`src/rtl/i2s_pkg.sv`:
```
// Shared types, widths and frame formatting for the I2S transmit framer.
package i2s_pkg;

  localparam int unsigned FRAME_W    = 64;
  localparam int unsigned SLOT_W     = 32;
  localparam int unsigned UNDERRUN_W = 16;
  localparam int unsigned BIT_W      = 6;

  typedef enum logic [1:0] {IDLE, PRIME, RUN} i2s_state_t;

  // Left-justify each channel in its 32-bit slot; left channel occupies the upper slot.
  function automatic logic [FRAME_W-1:0] format_frame(input logic [SLOT_W-1:0] l,
                                                      input logic [SLOT_W-1:0] r,
                                                      input int unsigned       sample_w);
    logic [SLOT_W-1:0] l_slot;
    logic [SLOT_W-1:0] r_slot;
    l_slot = l << (SLOT_W - sample_w);
    r_slot = r << (SLOT_W - sample_w);
    return {l_slot, r_slot};
  endfunction

endpackage

```
`src/rtl/sample_fifo2.sv`:
```
// Two-entry synchronous FIFO with registered full/empty flags.
module sample_fifo2 #(
  parameter int unsigned WIDTH = 48
) (
  input  logic             clk,
  input  logic             rst_n,
  input  logic             push,
  input  logic [WIDTH-1:0] wdata,
  input  logic             pop,
  output logic [WIDTH-1:0] rdata,
  output logic             full,
  output logic             empty
);

  logic [WIDTH-1:0] head;
  logic [WIDTH-1:0] tail;
  logic             push_ok;
  logic             pop_ok;

  assign push_ok = push && !full;
  assign pop_ok  = pop && !empty;
  assign rdata   = head;

  always_ff @(posedge clk) begin
    if (!rst_n) begin
      head  <= '0;
      tail  <= '0;
      full  <= 1'b0;
      empty <= 1'b1;
    end else begin
      case ({push_ok, pop_ok})
        2'b10: begin
          if (empty) head <= wdata;
          else       tail <= wdata;
          full  <= !empty;
          empty <= 1'b0;
        end
        2'b01: begin
          head  <= tail;
          full  <= 1'b0;
          empty <= !full;
        end
        // Simultaneous push/pop only happens with one entry held, so the new pair becomes head.
        2'b11: head <= wdata;
        default: ;
      endcase
    end
  end

endmodule

```
`src/rtl/i2s_tx_framer.sv`:
```
// I2S bit/word clock generator and frame formatter feeding the 64-bit transmit shift register.
module i2s_tx_framer
  import i2s_pkg::*;
#(
  parameter int unsigned SAMPLE_W  = 24,
  parameter int unsigned SCLK_HALF = 2
) (
  input  logic                  Clk,
  input  logic                  Reset_n,
  input  logic                  Enable,
  input  logic [SAMPLE_W-1:0]   L_Sample,
  input  logic [SAMPLE_W-1:0]   R_Sample,
  input  logic                  Sample_Valid,
  output logic                  Sample_Ready,
  output logic                  sclk,
  output logic                  lrclk,
  output logic [FRAME_W-1:0]    Din,
  output logic [UNDERRUN_W-1:0] Underrun_Count
);

  localparam int unsigned PAIR_W = 2 * SAMPLE_W;
  localparam int unsigned DIV_W  = (SCLK_HALF > 1) ? $clog2(SCLK_HALF) : 1;

  i2s_state_t        state;
  logic [DIV_W-1:0]  div;
  logic [BIT_W-1:0]  bit_cnt;
  logic [PAIR_W-1:0] fifo_rdata;
  logic              fifo_full;
  logic              fifo_empty;
  logic              tick_c;
  logic              fall_c;
  logic              fetch_c;
  logic              push_c;
  logic              pop_c;
  logic              full_next_c;

  sample_fifo2 #(.WIDTH(PAIR_W)) u_fifo (
    .clk   (Clk),
    .rst_n (Reset_n),
    .push  (push_c),
    .wdata ({L_Sample, R_Sample}),
    .pop   (pop_c),
    .rdata (fifo_rdata),
    .full  (fifo_full),
    .empty (fifo_empty)
  );

  assign tick_c  = (div == DIV_W'(SCLK_HALF - 1));
  assign fall_c  = tick_c && sclk;
  assign fetch_c = ((state == IDLE) && Enable) ||
                   ((state == RUN) && fall_c && (bit_cnt == BIT_W'(31)));
  assign push_c  = Sample_Valid && Sample_Ready;
  assign pop_c   = fetch_c && !fifo_empty;

  // Ready is registered from the FIFO's next occupancy so it drops right after the filling push.
  assign full_next_c = fifo_full ? !pop_c : (push_c && !pop_c && !fifo_empty);

  always_ff @(posedge Clk) begin
    if (!Reset_n) begin
      state          <= IDLE;
      div            <= '0;
      bit_cnt        <= '0;
      sclk           <= 1'b0;
      lrclk          <= 1'b0;
      Din            <= '0;
      Underrun_Count <= '0;
      Sample_Ready   <= 1'b0;
    end else begin
      Sample_Ready <= !full_next_c;

      if (fetch_c) begin
        if (!fifo_empty) begin
          Din <= format_frame(SLOT_W'(fifo_rdata[PAIR_W-1:SAMPLE_W]),
                              SLOT_W'(fifo_rdata[SAMPLE_W-1:0]), SAMPLE_W);
        end else begin
          Din <= '0;
          if (Underrun_Count != '1) Underrun_Count <= Underrun_Count + UNDERRUN_W'(1);
        end
      end

      case (state)
        IDLE: begin
          div     <= '0;
          bit_cnt <= '0;
          sclk    <= 1'b0;
          lrclk   <= 1'b0;
          if (Enable) state <= PRIME;
        end
        PRIME: begin
          div <= tick_c ? '0 : div + DIV_W'(1);
          if (tick_c) begin
            sclk <= !sclk;
            if (sclk) begin
              state   <= RUN;
              bit_cnt <= '0;
              lrclk   <= 1'b1;
            end
          end
        end
        RUN: begin
          div <= tick_c ? '0 : div + DIV_W'(1);
          if (tick_c) begin
            sclk <= !sclk;
            if (sclk) begin
              if (bit_cnt == BIT_W'(63)) begin
                // Enable is only honoured at the frame boundary.
                bit_cnt <= '0;
                if (Enable) begin
                  lrclk <= 1'b1;
                end else begin
                  state <= IDLE;
                  lrclk <= 1'b0;
                  div   <= '0;
                end
              end else begin
                bit_cnt <= bit_cnt + BIT_W'(1);
                lrclk   <= (bit_cnt < BIT_W'(31));
              end
            end
          end
        end
        default: state <= IDLE;
      endcase
    end
  end

endmodule
```
`config.mk`:
```
export PLATFORM = sky130hd
export DESIGN_NAME = i2s_tx_framer
export DESIGN_NICKNAME = d
export VERILOG_FILES = /design/src/rtl/i2s_pkg.sv /design/src/rtl/sample_fifo2.sv /design/src/rtl/i2s_tx_framer.sv
export SDC_FILE = /design/constraint.sdc
export NUM_CORES = 1
export LEC_CHECK = 0
export CORE_MARGIN = 2
export CORE_UTILIZATION = 35
export CTS_CLUSTER_SIZE = 30
export DETAILED_ROUTE_END_ITERATION = 16
export PLACE_DENSITY = 0.53
export SLEW_MARGIN = 30
export SYNTH_ARGS = -nofsm -noshare
export SYNTH_HDL_FRONTEND = slang
export SYNTH_SLANG_ARGS = --single-unit
```
`constraint.sdc`:
```
create_clock -name Clk -period 3.5 [get_ports Clk]
set_clock_uncertainty 0.15 [all_clocks]
set_input_delay 0.525 -clock Clk [delete_from_list [all_inputs] [get_ports Clk]]
set_output_delay 0.525 -clock Clk [all_outputs]
set_load 0.03 [all_outputs]
```
==> flow_summary_export.csv, run 1 <==
group,metric,value,unit
worst_setup_path,cp-end-kind,"flip-flop",
run_status,status,"complete, no violations",
run,drv_cap,0,
global_routing,grt_overflow_total,0,
finish,antenna_cells,0,
global_routing,track_usage,16.2,%
floorplanning,fp.dieH,148,um
logic_synthesis,synth-seq-cells,174,
logic_synthesis,ys.flop_type,"dfxtp_1",
placement,finalWeightedCongestion,0.751,
clocking,clkSinkCount,174,
clocking,cts-root-buf,"clkbuf_16",
global_routing,grt_first_pass_wirelength,28500,um
worst_setup_path,worstPathMaxFanout,18,
route,wl_per_cell,14.5,um
floorplanning,io_pins,135,
sta,hold_violations,0,
logic_synthesis,synthesis.area,7290,um^2
sta,slew_headroom,54.7,%
global_routing,grt_start_max_net_pins,67,
route,drt-total-wl,17800,um
clocking,cts_buffers,17,
finish,areaGrowthSynthToFinish,27.6,%
clocking,cts-htree-levels,4,
power_and_ir_drop,pwr_density_cell,575,nW/um^2
route,drt-pass1-iter-count,4,
route,via_per_inst,4.82,
sta,slew_violations,0,
clocking,cts_setup_buffers,0,
sta,period_needed,2.81,ns
worst_setup_path,r2r-start,"state[0]",
placement,portBuffers,118,
floorplanning,die_area,22000,um^2
clocking,clk_path_buf_depth,2,
clocking,clk-insertion-delay-late,0.42,ns
floorplanning,die_w,148,um
placement,dp_hpwl,10800,um
finish,drive_gt1_share,6.51,%
sta,tns,0,ns
finish,fin_nets,1001,
worst_setup_path,critPathRequiredTime,3.63,ns
floorplanning,core_area,20400,um^2
placement,place_ws,0.637,ns
clocking,cts_tree,"yes",
power_and_ir_drop,power_leakage,3.09,nW
sta,fin_crit_sh,80.4,%
logic_synthesis,syn_inst,854,
clocking,cts-resized-gates,0,
logic_synthesis,synth_seq_area_share,47.8,%
power_and_ir_drop,irDropWorstVdd,340,uV
sta,setup_ws,0.688,ns
sta,final-setup-viol-count,0,
sta,rsz0062_at_grt,"false",
floorplanning,initial_core_util,35.8,%
logic_synthesis,synth_cell_types,42,
logic_synthesis,synth_edf_count,0,
clocking,ctsHoldBuffers,0,
logic_synthesis,synthArstFlopShare,0,%
clocking,cts.reportedPaths.clkPinSlew,0.07,ns
worst_hold_path,hold_class,"flip-flop to flip-flop",
route,drc_errors,0,
route,drtIter0Drc,251,
worst_setup_path,start_kind,"flip-flop",
worst_setup_path,cp_data_arrival_time,2.94,ns
logic_synthesis,yosysWarnings,0,
logic_synthesis,avgSynthCellArea,8.54,um^2
worst_setup_path,path_class,"flip-flop to flip-flop",
global_routing,antenna_found_initial,0,
sta,tightest_slew,0.679,ns
worst_setup_path,startpoint,"state[0]",
worst_hold_path,min_from,"Din[44]",
sta,fmax,0.356,GHz
floorplanning,rows,52,
route,vias,5895,
global_routing,grt_pass1_vias,5496,
route,antenna_left,0,
placed cells by master (no fill, tap or decap), types with 2 or more instances in the layout:
cell             Yosys  final
dfxtp_1            174    173
nand2_1            167    167
clkdlybuf4s50_1      0    118
a21oi_1            110    110
nor2_1              73     73
mux2i_1             53     53
a211oi_1            48     48
nand3b_1            48     48
clkbuf_16            0     17
conb_1               1     16
nand3_1             14     14
buf_4               16      9
inv_1                8      8
nor3_1               8      8
ha_1                 9      8
o21ai_0              7      7
nand4_1              6      6
inv_6                0      5
or4_1                5      5
xor2_1               5      5
buf_12               0      5
or2_2                4      4
nand4_2              3      3
nor4_1               3      3
a31oi_1              3      3
o211ai_1             3      3
bufinv_16            0      3
or3_1                2      2
o21bai_1             2      2
xnor2_1              2      2
clkinvlp_4           0      2
clkinv_2             0      2
clkinv_4             0      2
flip-flops by register name (all words and copies together) (netlist names):
| name | count |
|---|---|
| Din | 48 |
| u_fifo.rdata | 48 |
| u_fifo.tail | 48 |
| Underrun_Count | 16 |
| bit_cnt | 6 |
| state | 2 |
| Sample_Ready | 1 |
| div | 1 |
| lrclk | 1 |
| sclk | 1 |
| u_fifo.empty | 1 |
| u_fifo.full | 1 |
path summary, 6_finish.rpt:
check,end,slack [ns],cells after the start
setup reg to reg,u_fifo.rdata[38],0.69,10
setup / recovery,u_fifo.rdata[38],0.69,10
hold reg to reg,Din[44],0.30,2
hold / removal,Din[44],0.30,2
synthesized netlist by cell type, types with 3 or more instances:
cell type | n | share of area [%]
nand4_2 | 3 | 0.51
xor2_1 | 5 | 0.60
nand3_1 | 14 | 0.96
a211oi_1 | 48 | 4.9
nor3_1 | 8 | 0.55
nand3b_1 | 48 | 4.9
a21oi_1 | 110 | 7.5
clkbuf_1 | 43 | 2.2
mux2i_1 | 53 | 7.3
a31oi_1 | 3 | 0.26
dfxtp_1 | 174 | 48
buf_1 | 3 | 0.15
ha_1 | 9 | 1.5
or2_2 | 4 | 0.34
nand4_1 | 6 | 0.51
nand2_1 | 167 | 8.6
o21ai_0 | 7 | 0.48
o211ai_1 | 3 | 0.31
buf_4 | 16 | 1.6
inv_1 | 8 | 0.41
or4_1 | 5 | 0.51
nor4_1 | 3 | 0.26
nor2_1 | 73 | 3.8
buf_2 | 18 | 1.2
report_power, final:
group	total (W)	internal [W]	switching (W)
clock network	0.00197	0.00114	0.000829
registers	0.00227	0.00216	0.000112
logic	0.00112	0.000425	0.000692
metal layers:
metal  vias to the layer above  track usage, %  part of all wire (%)
met5                         -               0                     0
met1                      2692            21.4                    49
met3                        12            3.10                   3.2
met2                       105            26.6                    47
li1                       3086               -                     -
met4                         0            5.29                   1.2
cell type report:
class / count / area (um^2)
Clock buffer: 18 / 429
Clock inverter: 14 / 184
Fill cell: 2054 / 11100
Inverter: 9 / 38.8
Multi-Input combinational cell: 606 / 3480
Sequential cell: 174 / 3480
Tap cell: 270 / 338
Timing Repair Buffer: 132 / 1350
critical path, stage by stage, from the launching register on:
cell and delay, ns:
dfxtp_1 0.35, inv_1 0.09, ha_1 0.28, nand3_1 0.20
o31ai_4 0.38, nand2b_1 0.16, inv_1 0.12, ha_4 0.38
buf_12 0.24, mux2i_1 0.21, a211oi_1 0.09
logic make-up (layout without fill, tap and decap cells):
logic type	count (synthesis)	count (layout)	synth area share, %
AOI/OAI and AO/OA	179	179	14.6
and+or+nand+nor	341	341	22.1
other	1	16	0.0514
DFF	174	174	47.8
xor gates and xnor gates	7	7	0.840
muxes	54	54	7.46
buffers and inverters	89	173	5.71
adders and majority gates	9	9	1.54
stage by stage:
stage | power (W) | instances | cell area, um^2 | hold WS [ns] | utilization, %
finish | 0.00535 | 1223 | 9310 | 0.299 | 45.7
global route | 0.00563 | 1223 | 9310 | 0.315 | 45.7
CTS | 0.00543 | 1223 | 9310 | 0.304 | 45.7
detailed placement | 0.00344 | 1191 | 8690 | 0.295 | 42.7
global placement | 0.00344 | 1191 | 8690 | 0.290 | 42.7
floorplan | 0.00309 | 869 | 7350 | 0.286 | -
Power figures use the tool's default switching activity.
==> inputs of run 2 (changes only) <==
- clock period: 3.5 -> 2.6 ns (I/O delays scaled with it)
==> run 2 against run 1 <==
Effect of this change:
- critical path depth fell by 1
- fmax rose by 18%
- worst setup slack got worse by 0.47 ns
- sequential power rose by 34%
- core utilization rose by 1.1 points
- power rose by 37%
- critical endpoint is now u_fifo.rdata[3]
- critical path type unchanged
- largest cell class is now multi-input gates
- sequential share of layout area fell by 0.88 points
- largest power group unchanged
- global-route usage rose by 0.40 points
- via count rose by 1.4%
- register-to-register slack got worse by 0.47 ns
==> flow_summary_export.csv, run 2 (synthesized netlist as in run 1, its figures left out) <==
group,metric,value,unit
sta,rsz0062_at_grt,"false",
clocking,clk-insertion-delay-late,0.42,ns
worst_hold_path,hold_class,"flip-flop to flip-flop",
route,drc_errors,0,
worst_setup_path,r2r-end,"u_fifo.rdata[3]",
worst_setup_path,ff2ff_path_depth,9,
route,drtIter0Drc,295,
global_routing,grt_start_max_net_pins,65,
clocking,cts_buffers,17,
clocking,cts.reportedPaths.clkPinSlew,0.07,ns
global_routing,antenna_found_initial,0,
finish,multi_input_area,3490,um^2
power_and_ir_drop,power_leakage,3.21,nW
route,vias,5980,
sta,tightest_slew,0.580,ns
worst_setup_path,cp_data_arrival_time,2.52,ns
sta,final-setup-viol-count,0,
power_and_ir_drop,pwr_density_cell,770,nW/um^2
worst_setup_path,cp-end-kind,"flip-flop",
worst_setup_path,path_class,"flip-flop to flip-flop",
worst_setup_path,path_cells,"ha_2 > nand4_2 > o31ai_4 > nand2b_1 > inv_1 > ha_4 > buf_12 > mux2i_1 > a211oi_1",
sta,period_needed,2.38,ns
worst_setup_path,rrSetupSlack,0.22,ns
clocking,cts-htree-levels,4,
route,via_per_inst,4.81,
clocking,cts-root-buf,"clkbuf_16",
finish,drive_gt1_share,8.44,%
sta,slew_violations,0,
worst_setup_path,start_kind,"flip-flop",
finish,final_cell_mix,"dfxtp_1 (173), nand2_1 (167), clkdlybuf4s50_1 (118)",
global_routing,grt_first_pass_wirelength,29300,um
placement,dp_hpwl,11600,um
floorplanning,io_pins,135,
global_routing,track_usage,16.6,%
clocking,clkSinkCount,174,
worst_setup_path,crit_path_max_incr_delay,0.38,ns
placement,portBuffers,118,
sta,tns,0,ns
floorplanning,rows,52,
power_and_ir_drop,power,0.00733,W
worst_setup_path,startpoint,"bit_cnt[0]",
floorplanning,initial_core_util,35.8,%
worst_setup_path,crit_slowest_cell,"dfxtp_1",
worst_setup_path,worstPathMaxFanout,14,
route,drt-total-wl,17900,um
route,drt-pass1-iter-count,5,
worst_setup_path,critPathCapture,"u_fifo.rdata[3]",
run,drv_cap,0,
clocking,ctsHoldBuffers,0,
worst_setup_path,critPathRequiredTime,2.74,ns
placement,finalWeightedCongestion,0.797,
worst_setup_path,r2r-start,"bit_cnt[0]",
floorplanning,die_w,148,um
floorplanning,die_area,22000,um^2
global_routing,grt_overflow_total,0,
finish,fin_nets,1020,
route,wl_per_cell,14.4,um
run_status,status,"complete, no violations",
finish,areaGrowthSynthToFinish,30.7,%
finish,layout_commonest_cell,"dfxtp_1",
clocking,cts_tree,"yes",
sta,fmax,0.421,GHz
finish,seq_area,3480,um^2
sta,hold_violations,0,
route,antenna_left,0,
power_and_ir_drop,irDropWorstVdd,484,uV
finish,fillers,2030,
floorplanning,fp.dieH,148,um
sta,slew_headroom,61.4,%
clocking,clk_path_buf_depth,2,
floorplanning,core_area,20400,um^2
finish,antenna_cells,0,
global_routing,grt_pass1_vias,5654,
sta,fin_crit_sh,91.5,%
[run 2: changes by cell type in the layout (fill, tap and decap cells not counted)]
cell	before	now
inv_6	5	6
ha_1	8	7
buf_4	9	22
inv_8	0	1
ha_2	0	1
clkinvlp_4	2	1
clkinv_8	1	0
clkinv_2	2	1
clkbuf_8	0	1
buf_12	5	11
[run 2: where the power goes]
part / internal [W] / switching (W)
Clock: 0.00156 / 0.00114
Combinational: 0.000647 / 0.000932
Sequential: 0.00290 / 0.000150
[run 2: critical path: cells and delay by family, from the launching register on]
family                     cells  cell delay [ns]
buffers and inverters          2             0.31
and+or+nand+nor                2             0.30
AOI/OAI and AO/OA              2             0.39
muxes                          1             0.19
adders and majority gates      2             0.51
DFF                            1             0.38
[run 2: what timing repair did]
| action | 4_1_cts | 5_1_grt |
|---|---|---|
| endpoints found under the setup margin | 0 | 26 |
| resized for setup | 0 | 1 |
| setup buffers | 0 | 4 |
[run 2: cell type report]
type	count	share of cell area, %
Clock inverter	13	1.84
Clock buffer	19	4.65
Multi-Input combinational cell	606	36.6
Sequential cell	174	36.6
Tap cell	270	3.54
Timing Repair Buffer	151	16.4
Inverter	9	0.407
[run 2: per-stage QoR]
stage	hold WS (ns)	util, %	instances	worst slack (ns)	area [um^2]
after floorplan	0.286	-	869	0.000682	7370
after global placement	0.291	43.6	1206	0.127	8880
after detailed placement	0.295	43.6	1206	0.103	8880
final	0.299	46.8	1242	0.222	9530
after CTS	0.304	46.6	1238	0.143	9500
after global routing	0.316	46.8	1242	0.00246	9530
[run 2: routing by layer]
layer	wire length, um	vias up	part of all wire [%]	track usage [%]
li1	-	3110	-	-
met1	8440	2751	47	21.9
met2	8560	102	48	27.3
met3	638	17	3.6	3.34
met4	256	0	1.4	5.33
met5	0	-	0	0
[run 2: worst min path at each step]
stage              startpoint        endpoint  slack [ns]  cells past startpoint
2_1_floorplan  u_fifo.tail[0]  u_fifo.tail[0]        0.29                      2
3_3_place_gp          Din[56]         Din[56]        0.29                      2
3_5_place_dp          Din[25]         Din[25]        0.30                      2
4_1_cts               Din[27]         Din[27]        0.30                      2
5_1_grt               Din[27]         Din[27]        0.32                      2
6_report              Din[27]         Din[27]        0.30                      2
